### src/rtl/ysyx_25020047_ifu_pkg.sv
// ysyx_25020047_ifu_pkg
//   Shared definitions for the instruction fetch unit: FSM state encoding,
//   the word returned on a faulting fetch, and the default watchdog limit.
package ysyx_25020047_ifu_pkg;

    typedef enum logic [2:0] {
        StIdle  = 3'd0,
        StReq   = 3'd1,
        StWait  = 3'd2,
        StValid = 3'd3,
        StDrain = 3'd4
    } ifu_state_e;

    localparam logic [31:0] INST_FAULT_WORD        = 32'h0000_0000;
    localparam int unsigned TIMEOUT_CYCLES_DEFAULT = 255;

endpackage

### src/rtl/ysyx_25020047_ifu_wdt.sv
// ysyx_25020047_ifu_wdt
//   Response watchdog for the fetch unit. The count clears when the fetch
//   enters WAIT and advances on every WAIT cycle; o_expired flags the cycle in
//   which the count reaches TIMEOUT_CYCLES-1.
// Ports:
//   i_clk, i_rst  clock, synchronous active-high reset
//   i_start       fetch enters WAIT at the next edge (clears the count)
//   i_active      fetch is currently in WAIT
//   o_expired     limit reached in this WAIT cycle
module ysyx_25020047_ifu_wdt
    import ysyx_25020047_ifu_pkg::*;
#(
    parameter int unsigned TIMEOUT_CYCLES = TIMEOUT_CYCLES_DEFAULT
) (
    input  logic i_clk,
    input  logic i_rst,
    input  logic i_start,
    input  logic i_active,
    output logic o_expired
);

    logic [15:0] r_count;

    always_ff @(posedge i_clk) begin
        if (i_rst) begin
            r_count <= 16'd0;
        end else if (i_start) begin
            r_count <= 16'd0;
        end else if (i_active) begin
            r_count <= r_count + 16'd1;
        end
    end

    assign o_expired = i_active && (r_count == 16'(TIMEOUT_CYCLES - 1));

endmodule

### src/rtl/ysyx_25020047_ifu.sv
// ysyx_25020047_ifu
//   Instruction fetch unit. Issues one outstanding read per fetch at the PC
//   sampled when leaving IDLE, holds the returned word (with PC and fault flag)
//   until decode accepts it, and handles misaligned PCs, bus errors and flushes.
//   Optional response watchdog: define YSYX_25020047_IFU_TIMEOUT_EN.
// Ports:
//   i_clk, i_rst                        clock, synchronous active-high reset
//   i_pc, i_fetch_en, i_flush           fetch control from the PC register
//   o_req_valid, o_req_addr, i_req_ready             memory request channel
//   i_rsp_valid, i_rsp_data, i_rsp_err               memory response channel
//   o_inst_valid, o_inst, o_inst_pc, o_fault, i_inst_ready  decode interface
module ysyx_25020047_ifu
    import ysyx_25020047_ifu_pkg::*;
#(
    parameter int unsigned TIMEOUT_CYCLES = TIMEOUT_CYCLES_DEFAULT
) (
    input  logic        i_clk,
    input  logic        i_rst,
    input  logic [31:0] i_pc,
    input  logic        i_fetch_en,
    input  logic        i_flush,
    output logic        o_req_valid,
    output logic [31:0] o_req_addr,
    input  logic        i_req_ready,
    input  logic        i_rsp_valid,
    input  logic [31:0] i_rsp_data,
    input  logic        i_rsp_err,
    output logic        o_inst_valid,
    output logic [31:0] o_inst,
    output logic [31:0] o_inst_pc,
    input  logic        i_inst_ready,
    output logic        o_fault
);

    if (TIMEOUT_CYCLES < 1 || TIMEOUT_CYCLES > 65535) begin : g_bad_timeout
        $error("TIMEOUT_CYCLES must be in 1..65535");
    end

    ifu_state_e  r_state;
    logic [31:0] r_req_addr;
    logic [31:0] r_inst;
    logic [31:0] r_inst_pc;
    logic        r_fault;
    logic        w_timeout;
    logic        w_orphan;

`ifdef YSYX_25020047_IFU_TIMEOUT_EN
    // Set when the watchdog gave up on a request that memory still owes us.
    logic r_orphan;
    logic w_wdt_start;
    logic w_wdt_active;

    assign w_wdt_start  = (r_state == StReq) && i_req_ready && !i_flush;
    assign w_wdt_active = (r_state == StWait);
    assign w_orphan     = r_orphan;

    ysyx_25020047_ifu_wdt #(
        .TIMEOUT_CYCLES(TIMEOUT_CYCLES)
    ) u_wdt (
        .i_clk    (i_clk),
        .i_rst    (i_rst),
        .i_start  (w_wdt_start),
        .i_active (w_wdt_active),
        .o_expired(w_timeout)
    );
`else
    assign w_timeout = 1'b0;
    assign w_orphan  = 1'b0;
`endif

    always_ff @(posedge i_clk) begin
        if (i_rst) begin
            r_state    <= StIdle;
            r_req_addr <= 32'd0;
            r_inst     <= 32'd0;
            r_inst_pc  <= 32'd0;
            r_fault    <= 1'b0;
`ifdef YSYX_25020047_IFU_TIMEOUT_EN
            r_orphan   <= 1'b0;
`endif
        end else begin
            unique case (r_state)
                StIdle: begin
                    if (i_fetch_en && !i_flush && !w_orphan) begin
                        r_req_addr <= {i_pc[31:2], 2'b00};
                        r_inst_pc  <= i_pc;
                        if (i_pc[1:0] != 2'b00) begin
                            // Misaligned: report the fault without touching the bus.
                            r_state <= StValid;
                            r_fault <= 1'b1;
                            r_inst  <= INST_FAULT_WORD;
                        end else begin
                            r_state <= StReq;
                        end
                    end
                end
                StReq: begin
                    if (i_req_ready) begin
                        // An accepted request owes a response; flush must swallow it.
                        r_state <= i_flush ? StDrain : StWait;
                    end else if (i_flush) begin
                        r_state <= StIdle;
                    end
                end
                StWait: begin
                    if (i_rsp_valid) begin
                        if (i_flush) begin
                            r_state <= StIdle;
                        end else begin
                            r_state <= StValid;
                            r_fault <= i_rsp_err;
                            r_inst  <= i_rsp_err ? INST_FAULT_WORD : i_rsp_data;
                        end
                    end else if (i_flush) begin
                        r_state <= StDrain;
                    end else if (w_timeout) begin
                        r_state <= StValid;
                        r_fault <= 1'b1;
                        r_inst  <= INST_FAULT_WORD;
                    end
                end
                StValid: begin
                    if (i_flush || i_inst_ready) begin
                        r_state <= StIdle;
                    end
                end
                StDrain: begin
                    if (i_rsp_valid) begin
                        r_state <= StIdle;
                    end
                end
                default: r_state <= StIdle;
            endcase
`ifdef YSYX_25020047_IFU_TIMEOUT_EN
            if (r_orphan && i_rsp_valid) begin
                r_orphan <= 1'b0;
            end else if (r_state == StWait && w_timeout && !i_rsp_valid && !i_flush) begin
                r_orphan <= 1'b1;
            end
`endif
        end
    end

    assign o_req_valid  = (r_state == StReq);
    assign o_req_addr   = r_req_addr;
    assign o_inst_valid = (r_state == StValid);
    assign o_inst       = r_inst;
    assign o_inst_pc    = r_inst_pc;
    assign o_fault      = r_fault;

endmodule
### config.mk
export PLATFORM = sky130hd
export DESIGN_NAME = ysyx_25020047_ifu
export DESIGN_NICKNAME = d
export VERILOG_FILES = /design/src/rtl/ysyx_25020047_ifu_pkg.sv /design/src/rtl/ysyx_25020047_ifu_wdt.sv /design/src/rtl/ysyx_25020047_ifu.sv
export SDC_FILE = /design/constraint.sdc
export NUM_CORES = 1
export LEC_CHECK = 0
export CAP_MARGIN = 25
export CORE_ASPECT_RATIO = 1.2
export CORE_MARGIN = 4
export CORE_UTILIZATION = 39
export DETAILED_ROUTE_END_ITERATION = 12
export HOLD_SLACK_MARGIN = 0.05
export PLACE_DENSITY = 0.9
export SYNTH_ARGS = -nofsm -noshare
export SYNTH_HDL_FRONTEND = slang
export SYNTH_SLANG_ARGS = --single-unit
### constraint.sdc
create_clock -name i_clk -period 1.7 [get_ports i_clk]
set_input_delay 0.34 -clock i_clk [delete_from_list [all_inputs] [get_ports i_clk]]
set_output_delay 0.34 -clock i_clk [all_outputs]
set_load 0.03 [all_outputs]
# After elaboration in Yosys (flattened, before gate mapping)
# Index checks and enable logic that the tools add are counted.
[word_totals]
reg_bits = 98
inputBits = 72
output_inout_bits = 99
wordCells = 48
[classes]
eq_ne = 12
mux = 22
n_reduce_logical = 9
[op_table]
columns = ["cell", "n"]
rows = [
  ["$mux W32", 5],
  ["$pmux W32 S2", 1],
  ["$mux W3", 8],
  ["$pmux W3 S5", 1],
  ["$ne A2 B2 Y1 const B", 5],
  ["$reduce_and A5 Y1", 2],
  ["$eq A3 B2 Y1 const B", 2],
  ["$mux W1", 4],
  ["$mux W2", 2],
  ["$reduce_bool A2 Y1", 2],
  ["$eq A3 B1 Y1 const B", 1],
  ["$eq A3 B3 Y1 const B", 1],
  ["$logic_not A3 Y1", 1],
  ["$ne A3 B2 Y1 const B", 1],
  ["$ne A3 B3 Y1 const B", 1],
  ["$ne A2 B1 Y1 const B", 1],
  ["$pmux W1 S2", 1],
  ["$reduce_and A2 Y1", 1],
  ["$logic_and A1 B1 Y1", 1],
  ["$logic_not A1 Y1", 1],
  ["$logic_or A1 B1 Y1", 1],
]

# Depth between registers and ports, before layout
# Gate-level depths: netlist of the first run.
[depth]
word_depth = 4
mapped_depth = 6
depth_no_buf = 4

# Worst setup path before layout of the first run
# Ideal clock, no wire load.
[synth_timing]
kind = "reg2reg"
startpoint = "register r_state[0]"
endpoint = "register r_state[1]"
setup_ps = 116
t_arrival_ps = 1696
required_time_ps = 1584
slack_ps = -112
path_stages_with_launch = 6
n_path_buf = 1
synth_period_minus_slack_ps = 1812
cell_sequence = "dfxtp_1 buf_4 inv_1 nor3_1 a21oi_1 o211a_1"
[synth_between]
elab_chain_len = 3
word_cells_on_any_way = 12
classes_between = "eq/ne (9); mux (1); reduce/logical (2)"
[synth_rtl]
columns = ["element", "line", "rtl"]
rows = [
  ["from (decl)", "ysyx_25020047_ifu.sv:39", "ifu_state_e r_state;"],
  ["from (signal assigned)", "ysyx_25020047_ifu.sv:73", "r_state <= StIdle;"],
  ["from (signal assigned)", "ysyx_25020047_ifu.sv:89", "r_state <= StValid;"],
  ["from (signal assigned)", "ysyx_25020047_ifu.sv:93", "r_state <= StReq;"],
  ["$eq A3 B1 Y1 (*)", "-", ""],
  ["net o_req_valid", "ysyx_25020047_ifu.sv:22", "output logic o_req_valid,"],
  ["$ne A3 B2 Y1 (no source line)", "-", ""],
  ["$reduce_and A5 Y1 (no source line)", "-", ""],
]
# Mark *: on every way through the listed nets, which the timed path passes. The rest lies on a longest branch.
# A chain may end at the register's enable or synchronous reset.

# Worst setup path after layout of the first run
[layout_timing]
startpoint = "register r_inst[14], in the netlist o_inst[14]"
endpoint = "output o_inst[14]"
[layout_lines]
columns = ["element", "line", "rtl"]
rows = [
  ["from (decl)", "ysyx_25020047_ifu.sv:41", "logic [31:0] r_inst;"],
  ["from (signal assigned)", "ysyx_25020047_ifu.sv:112", "r_inst <= i_rsp_err ? INST_FAULT_WORD : i_rsp_data;"],
  ["to (decl)", "ysyx_25020047_ifu.sv:29", "output logic [31:0] o_inst,"],
]
# No word-level cell between the ends.

==> results of run 1 <==
==> layer usage <==
metal | vias to the layer above | routed length, µm | global-route usage [%]
li1 | 1524 | - | -
met1 | 1460 | 3570 | 22.8
met2 | 143 | 4470 | 32.6
met3 | 23 | 1010 | 6.86
met4 | 0 | 253 | 8.21
met5 | - | 0 | 0
==> flip-flops by register name (all words and copies together) (netlist names) <==
name        cells
r_state         3
o_inst         32
o_inst_pc      31
o_fault         1
o_req_addr      1
==> synthesized netlist by cell type (2+ instances only) <==
master,count
a21oi_1,67
buf_2,11
buf_4,33
buf_6,8
clkbuf_1,14
dfxtp_1,68
inv_1,3
nand2_1,68
nand2b_1,2
nand4_1,32
nor2_1,4
nor3_1,2
o2111ai_1,2
o21ai_0,35
==> per-stage QoR <==
step	TNS, ns	std cells	setup WS, ns	power (mW)
detailed placement	-10.52	584	-0.207	4.24
global route	0	602	0.00275	5.87
global placement	-9.01	584	-0.158	4.18
finish	0	602	0.0354	5.57
floorplan	0	372	0.187	3.41
CTS	0	600	0.00117	5.60
==> worst min-delay path by stage <==
stage                 startpoint  slack (ns)  depth (start not counted)           end
floorplan                i_pc[0]        0.48                          2  o_inst_pc[0]
global placement    o_inst_pc[1]        0.44                          2  o_inst_pc[1]
detailed placement  o_inst_pc[0]        0.45                          2  o_inst_pc[0]
CTS                        i_rst        0.30                          2    r_state[2]
global route               i_rst        0.32                          2    o_inst[23]
finish                     i_rst        0.32                          2    r_state[2]
==> cell type report <==
cell class,instances,share of cell area (%)
Clock buffer,10,2.87
Clock inverter,6,1.80
Inverter,3,0.235
Multi-Input combinational cell,235,25.9
Sequential cell,68,28.5
Tap cell,92,2.40
Timing Repair Buffer,188,38.3
==> logic make-up after synthesis <==
kind of cell           Yosys count  share of synthesized area [%]
buffers and inverters           69                           15.0
AND/OR/NAND/NOR                119                           20.2
AO/OA/AOI/OAI                  113                           19.7
flip-flops                      68                           44.6
other                            1                          0.123
multiplexers                     1                          0.328
==> power groups by stage <==
| stage | sequential, mW | clock, mW | combinational [mW] |
|---|---|---|---|
| floorplan | 2.11 | 0 | 1.30 |
| global placement | 1.91 | 0 | 2.27 |
| detailed placement | 1.92 | 0 | 2.32 |
| CTS | 1.88 | 1.52 | 2.19 |
| global route | 1.89 | 1.59 | 2.39 |
| finish | 1.87 | 1.48 | 2.23 |
==> timing repair <==
item | CTS | global route
buffers inserted | 0 | 2
gates resized for setup | 81 | 17
hold buffers | 0 | 0
endpoints found under the setup margin | 81 | 17
==> flow_metrics.py, run 1 <==
metrics = {
    "finish": {
        "multi_input_area_um2": 1240,
        "register_area_um2": 1370,
        "syn2layout_area_growth_pct": 57.4,
        "layout_common_cells": "78 x dlygate4sd2_1, 71 x clkdlybuf4s50_1, 68 x nand2_1",
        "drive_gt1_share_pct": 10.0,
        "stdcell_area_um2": 4800,
        "fin_util_pct": 62.6,
        "antenna_cells": 0,
        "fillers": 670,
        "final_common_cell": "dlygate4sd2_1",
        "nets": 577,
    },
    "synth": {
        "synth_largest_area_cell": "dfxtp_1",
        "syn_inst": 371,
        "synth_area_um2": 3050,
        "ys_seq_area_share_pct": 44.6,
        "avgSynthCellArea_um2": 8.22,
        "synth.ff_latch_count": 68,
        "synthFlopType": "dfxtp_1",
        "yosysUniqueCellTypes": 36,
        "synth_edf_count": 0,
        "yosys_warnings": 0,
        "synthArstFlopShare_pct": 0,
        "yosysTopAreaCellShare_pct": 44.6,
        "synth.area.top_cells": "dfxtp_1 45%, a21oi_1 11%, nand2_1 8.4%, buf_4 8.1%, nand4_1 6.6%",
    },
    "setup_path": {
        "critPathMaxFanout": 2,
        "worstSetupStartpoint": "o_inst[14]",
        "worstSetupEndpointType": "output port",
        "slowest_delay_ns": 0.67,
        "critPathArrivalTime_ns": 1.32,
        "slowest_stage": "clkdlybuf4s50_1",
        "critPathLaunchType": "flip-flop",
        "cp.depth": 1,
        "cp_cell_sequence": "clkdlybuf4s50_1",
        "r2r_slack_ns": 0.17,
        "timing.rr.start": "r_state[0]",
        "required_ns": 1.36,
        "path_buf_inv": 1,
        "ff2ff_path_depth": 4,
        "crit_family": "buffers and inverters",
        "endpoint": "o_inst[14]",
        "reg2reg_to": "o_inst_pc[6]",
        "path_class": "flip-flop to output port",
    },
    "place": {
        "gp_congestion": 0.793,
        "portBuffers": 168,
        "place_area_um2": 4610,
        "hpwlAfterDp_um": 6740,
    },
    "global_routing": {
        "grt_pass1_wl_um": 14700,
        "track_usage_pct": 19.8,
        "grt_pass1_vias": 3077,
        "gr-total-overflow": 0,
        "antenna_found_initial": 0,
        "grt_start_max_net_pins": 38,
    },
    "timing": {
        "finalClockSkew_ns": 0.00769,
        "period_share_pct": 97.9,
        "min_period_ns": 1.66,
        "finalSetupViolCount": 0,
        "hold_ws_ns": 0.316,
        "hold_viol": 0,
        "rsz0062_at_grt": "no",
        "fmax_mhz": 601,
        "slew_viol_final": 0,
    },
    "die": {
        "fp.dieH_um": 105,
        "start_util_pct": 39.8,
        "coreArea_um2": 7660,
        "fp.dieW_um": 88.7,
        "dieArea_um2": 9300,
        "io-pin-count": 171,
        "placementRows": 35,
    },
    "clock_tree": {
        "clock_latency_ns": 0.33,
        "numClockSinks": 68,
        "cts_root_buffer": "clkbuf_8",
        "clk_pin_slew_ns": 0.07,
        "cts_tree": "yes",
        "htree_levels": 3,
        "cts_inserted_buffers": 9,
        "clock_path_buffers": 2,
    },
    "route": {
        "vias": 3150,
        "drc": 0,
        "ant_nets": 0,
        "wirelength_um": 9310,
        "drt-wirelength-per-cell_um": 15.5,
        "drt-initial-drc-count": 51,
        "vias_per_cell": 5.23,
        "drtPass1Iterations": 5,
    },
    "hold_path": {
        "hold_path.class": "input port to flip-flop",
    },
    "power_and_ir_drop": {
        "peakVddDrop_mv": 0.693,
        "p_leak_nw": 2.32,
        "switchingPower_mw": 2.11,
        "p_clk_share_pct": 26.5,
        "seqPwrFrac_pct": 33.5,
        "internal_power_mw": 3.46,
        "power_density_nw_per_um2": 1160,
        "switching_share_pct": 37.9,
        "pwr-share-comb_pct": 40.0,
    },
    "run_status": {
        "status": "finished, final reports clean",
    },
    "flow_run": {
        "maxCapViolations": 0,
    },
}
Note: power is estimated with default switching activity, not from simulation.
==> run 2, diff against run 1 <==
--- a/config.mk
+++ b/config.mk
@@ -8,10 +8,10 @@
 export CAP_MARGIN = 25
 export CORE_ASPECT_RATIO = 1.2
 export CORE_MARGIN = 4
-export CORE_UTILIZATION = 39
+export CORE_UTILIZATION = 35
 export DETAILED_ROUTE_END_ITERATION = 12
 export HOLD_SLACK_MARGIN = 0.05
-export PLACE_DENSITY = 0.9
+export PLACE_DENSITY = 0.86
 export SYNTH_ARGS = -nofsm -noshare
 export SYNTH_HDL_FRONTEND = slang
 export SYNTH_SLANG_ARGS = --single-unit
==> constraint.sdc (replaced) <==
create_clock -name i_clk -period 1.35 [get_ports i_clk]
set_input_delay 0.27 -clock i_clk [delete_from_list [all_inputs] [get_ports i_clk]]
set_output_delay 0.27 -clock i_clk [all_outputs]
set_load 0.03 [all_outputs]
==> run 2 against run 1 <==
  * The run now ends with setup timing left
  * Routed wire length increased by 33%
  * Sequential share of layout area decreased by 3.4 points
  * Power up 47%
  * Register-to-register slack worse by 0.43 ns
  * Combinational power rose by 87%
  * Highest routed layer unchanged
  * Sequential cell count unchanged
  * Sequential power up 27%
  * Non-clock buffer count up 36
  * Die area up 10%
  * Critical path depth is 4 higher
  * Count of clock-buffer cells in the layout up 3
==> flow_metrics.py, run 2 (synthesis gave the netlist of run 1 again) <==
metrics = {
    "run_status": {
        "status": "complete, but fails checks",
        "violations": "setup timing",
    },
    "die": {
        "placementRows": 37,
        "start_util_pct": 35.8,
        "dieArea_um2": 10300,
        "io-pin-count": 171,
        "fp.dieH_um": 110,
        "coreArea_um2": 8520,
        "fp.dieW_um": 93.2,
    },
    "place": {
        "gp_congestion": 0.844,
        "hpwlAfterDp_um": 7060,
        "portBuffers": 168,
        "place_ws_ns": -0.585,
    },
    "hold_path": {
        "hold_path.class": "input port to flip-flop",
    },
    "finish": {
        "final_common_cell": "clkdlybuf4s50_1",
        "fin_util_pct": 64.4,
        "largest_reg_flops": 32,
        "layout_common_cells": "68 x clkdlybuf4s50_1, 65 x dfxtp_1, 45 x clkdlybuf4s15_2",
        "syn2layout_area_growth_pct": 79.8,
        "nets": 615,
        "drive_gt1_share_pct": 43.1,
        "antenna_cells": 0,
    },
    "route": {
        "vias_per_cell": 5.34,
        "drt-wirelength-per-cell_um": 18.7,
        "drt-initial-drc-count": 132,
        "drc": 0,
        "wirelength_um": 12400,
        "vias": 3543,
        "ant_nets": 0,
        "drtPass1Iterations": 5,
    },
    "setup_path": {
        "slowest_delay_ns": 0.63,
        "critPathArrivalTime_ns": 1.84,
        "critPathLaunchType": "flip-flop",
        "critPathMaxFanout": 8,
        "required_ns": 1.58,
        "cp_cell_sequence": "buf_8 > buf_4 > or4_4 > nand2_1 > a21oi_2",
        "path_class": "flip-flop to flip-flop",
        "path_buf_inv": 2,
        "slowest_stage": "or4_4",
        "worstSetupEndpointType": "flip-flop",
        "crit_family": "simple AND/OR/NAND/NOR gates",
    },
    "clock_tree": {
        "numClockSinks": 68,
        "htree_levels": 3,
        "clk_pin_slew_ns": 0.08,
        "cts_root_buffer": "clkbuf_8",
        "hold_buffers": 0,
        "cts_tree": "yes",
        "cts_inserted_buffers": 9,
        "clock_latency_ns": 0.34,
        "clock_path_buffers": 2,
    },
    "global_routing": {
        "grt_start_max_net_pins": 35,
        "track_usage_pct": 21.2,
        "gr-total-overflow": 0,
        "grt_pass1_vias": 3385,
        "grt_pass1_wl_um": 16900,
        "antenna_found_initial": 0,
    },
    "timing": {
        "min_period_ns": 1.61,
        "rsz0062_at_grt": "yes",
        "fmax_mhz": 623,
        "period_share_pct": 119,
        "finalSetupViolCount": 70,
        "finalClockSkew_ns": 0.00955,
        "slew_viol_final": 0,
        "hold_viol": 0,
        "final.setup.worst_slack_ns": -0.256,
    },
    "power_and_ir_drop": {
        "power_density_nw_per_um2": 1490,
        "p_leak_nw": 2.09,
        "peakVddDrop_mv": 0.711,
    },
    "flow_run": {
        "maxCapViolations": 0,
    },
}
[run 2: what timing repair did]
item | in CTS | in global routing
buffers inserted | 11 | 5
resized for setup | 306 | 106
pin swaps | 42 | 70
gates cloned | 5 | 7
hold endpoints to repair | 0 | 0
endpoints found under the setup margin | 161 | 110
[run 2: report_power, final]
group	leakage (nW)	internal, mW	switching, mW
clock network	0.0935	0.894	0.740
logic	1.44	1.88	2.29
registers	0.553	2.21	0.166
[run 2: metal layers]
metal  share of wire [%]  GRT usage [%]  up-vias  wire (µm)
li1                    -              -     1616          -
met1                  35           21.3     1692       4280
met2                  54           38.9      203       6640
met3                 8.7           5.77       32       1080
met4                 3.2           12.9        0        395
met5                   0              0        -          0
[run 2: worst paths after layout]
check          startpoint       endpoint  slack, ns  depth (start not counted)
max            r_state[0]   o_inst_pc[6]      -0.26                          5
min                 i_rst  o_inst_pc[28]       0.34                          2
max reg2reg    r_state[0]   o_inst_pc[6]      -0.26                          5
min reg2reg  o_inst_pc[1]   o_inst_pc[1]       0.47                          2
[run 2: cell type report]
type,instances,area (µm²)
multi-input cells,237,1500
clock buffers,13,149
clock inverters,2,35.0
flip-flops and latches,68,1370
repair buffers,224,2270
fillers,675,3040
inverters,3,16.3
well taps,117,146
[run 2: stage by stage]
| stage | std cells | hold WS, ns | power, mW | TNS (ns) | area [µm²] |
|---|---|---|---|---|---|
| 2_1_floorplan | 372 | 0.406 | 4.33 | -1.80 | 3070 |
| 3_3_place_gp | 622 | 0.442 | 5.44 | -32.96 | 4760 |
| 3_5_place_dp | 622 | 0.452 | 5.50 | -33.82 | 4760 |
| 4_1_cts | 653 | 0.309 | 7.61 | -9.02 | 5360 |
| 5_1_grt | 664 | 0.332 | 8.51 | -14.67 | 5480 |
| 6_report | 664 | 0.338 | 8.18 | -11.14 | 5480 |
==> run 3, diff against run 2 <==
--- a/config.mk
+++ b/config.mk
@@ -5,6 +5,7 @@
 export SDC_FILE = /design/constraint.sdc
 export NUM_CORES = 1
 export LEC_CHECK = 0
+export ABC_CLOCK_PERIOD_IN_PS = 1350
 export CAP_MARGIN = 25
 export CORE_ASPECT_RATIO = 1.2
 export CORE_MARGIN = 4
==> results of run 3 <==
No change in the layout: final DEF, timing and power equal those of run 2.
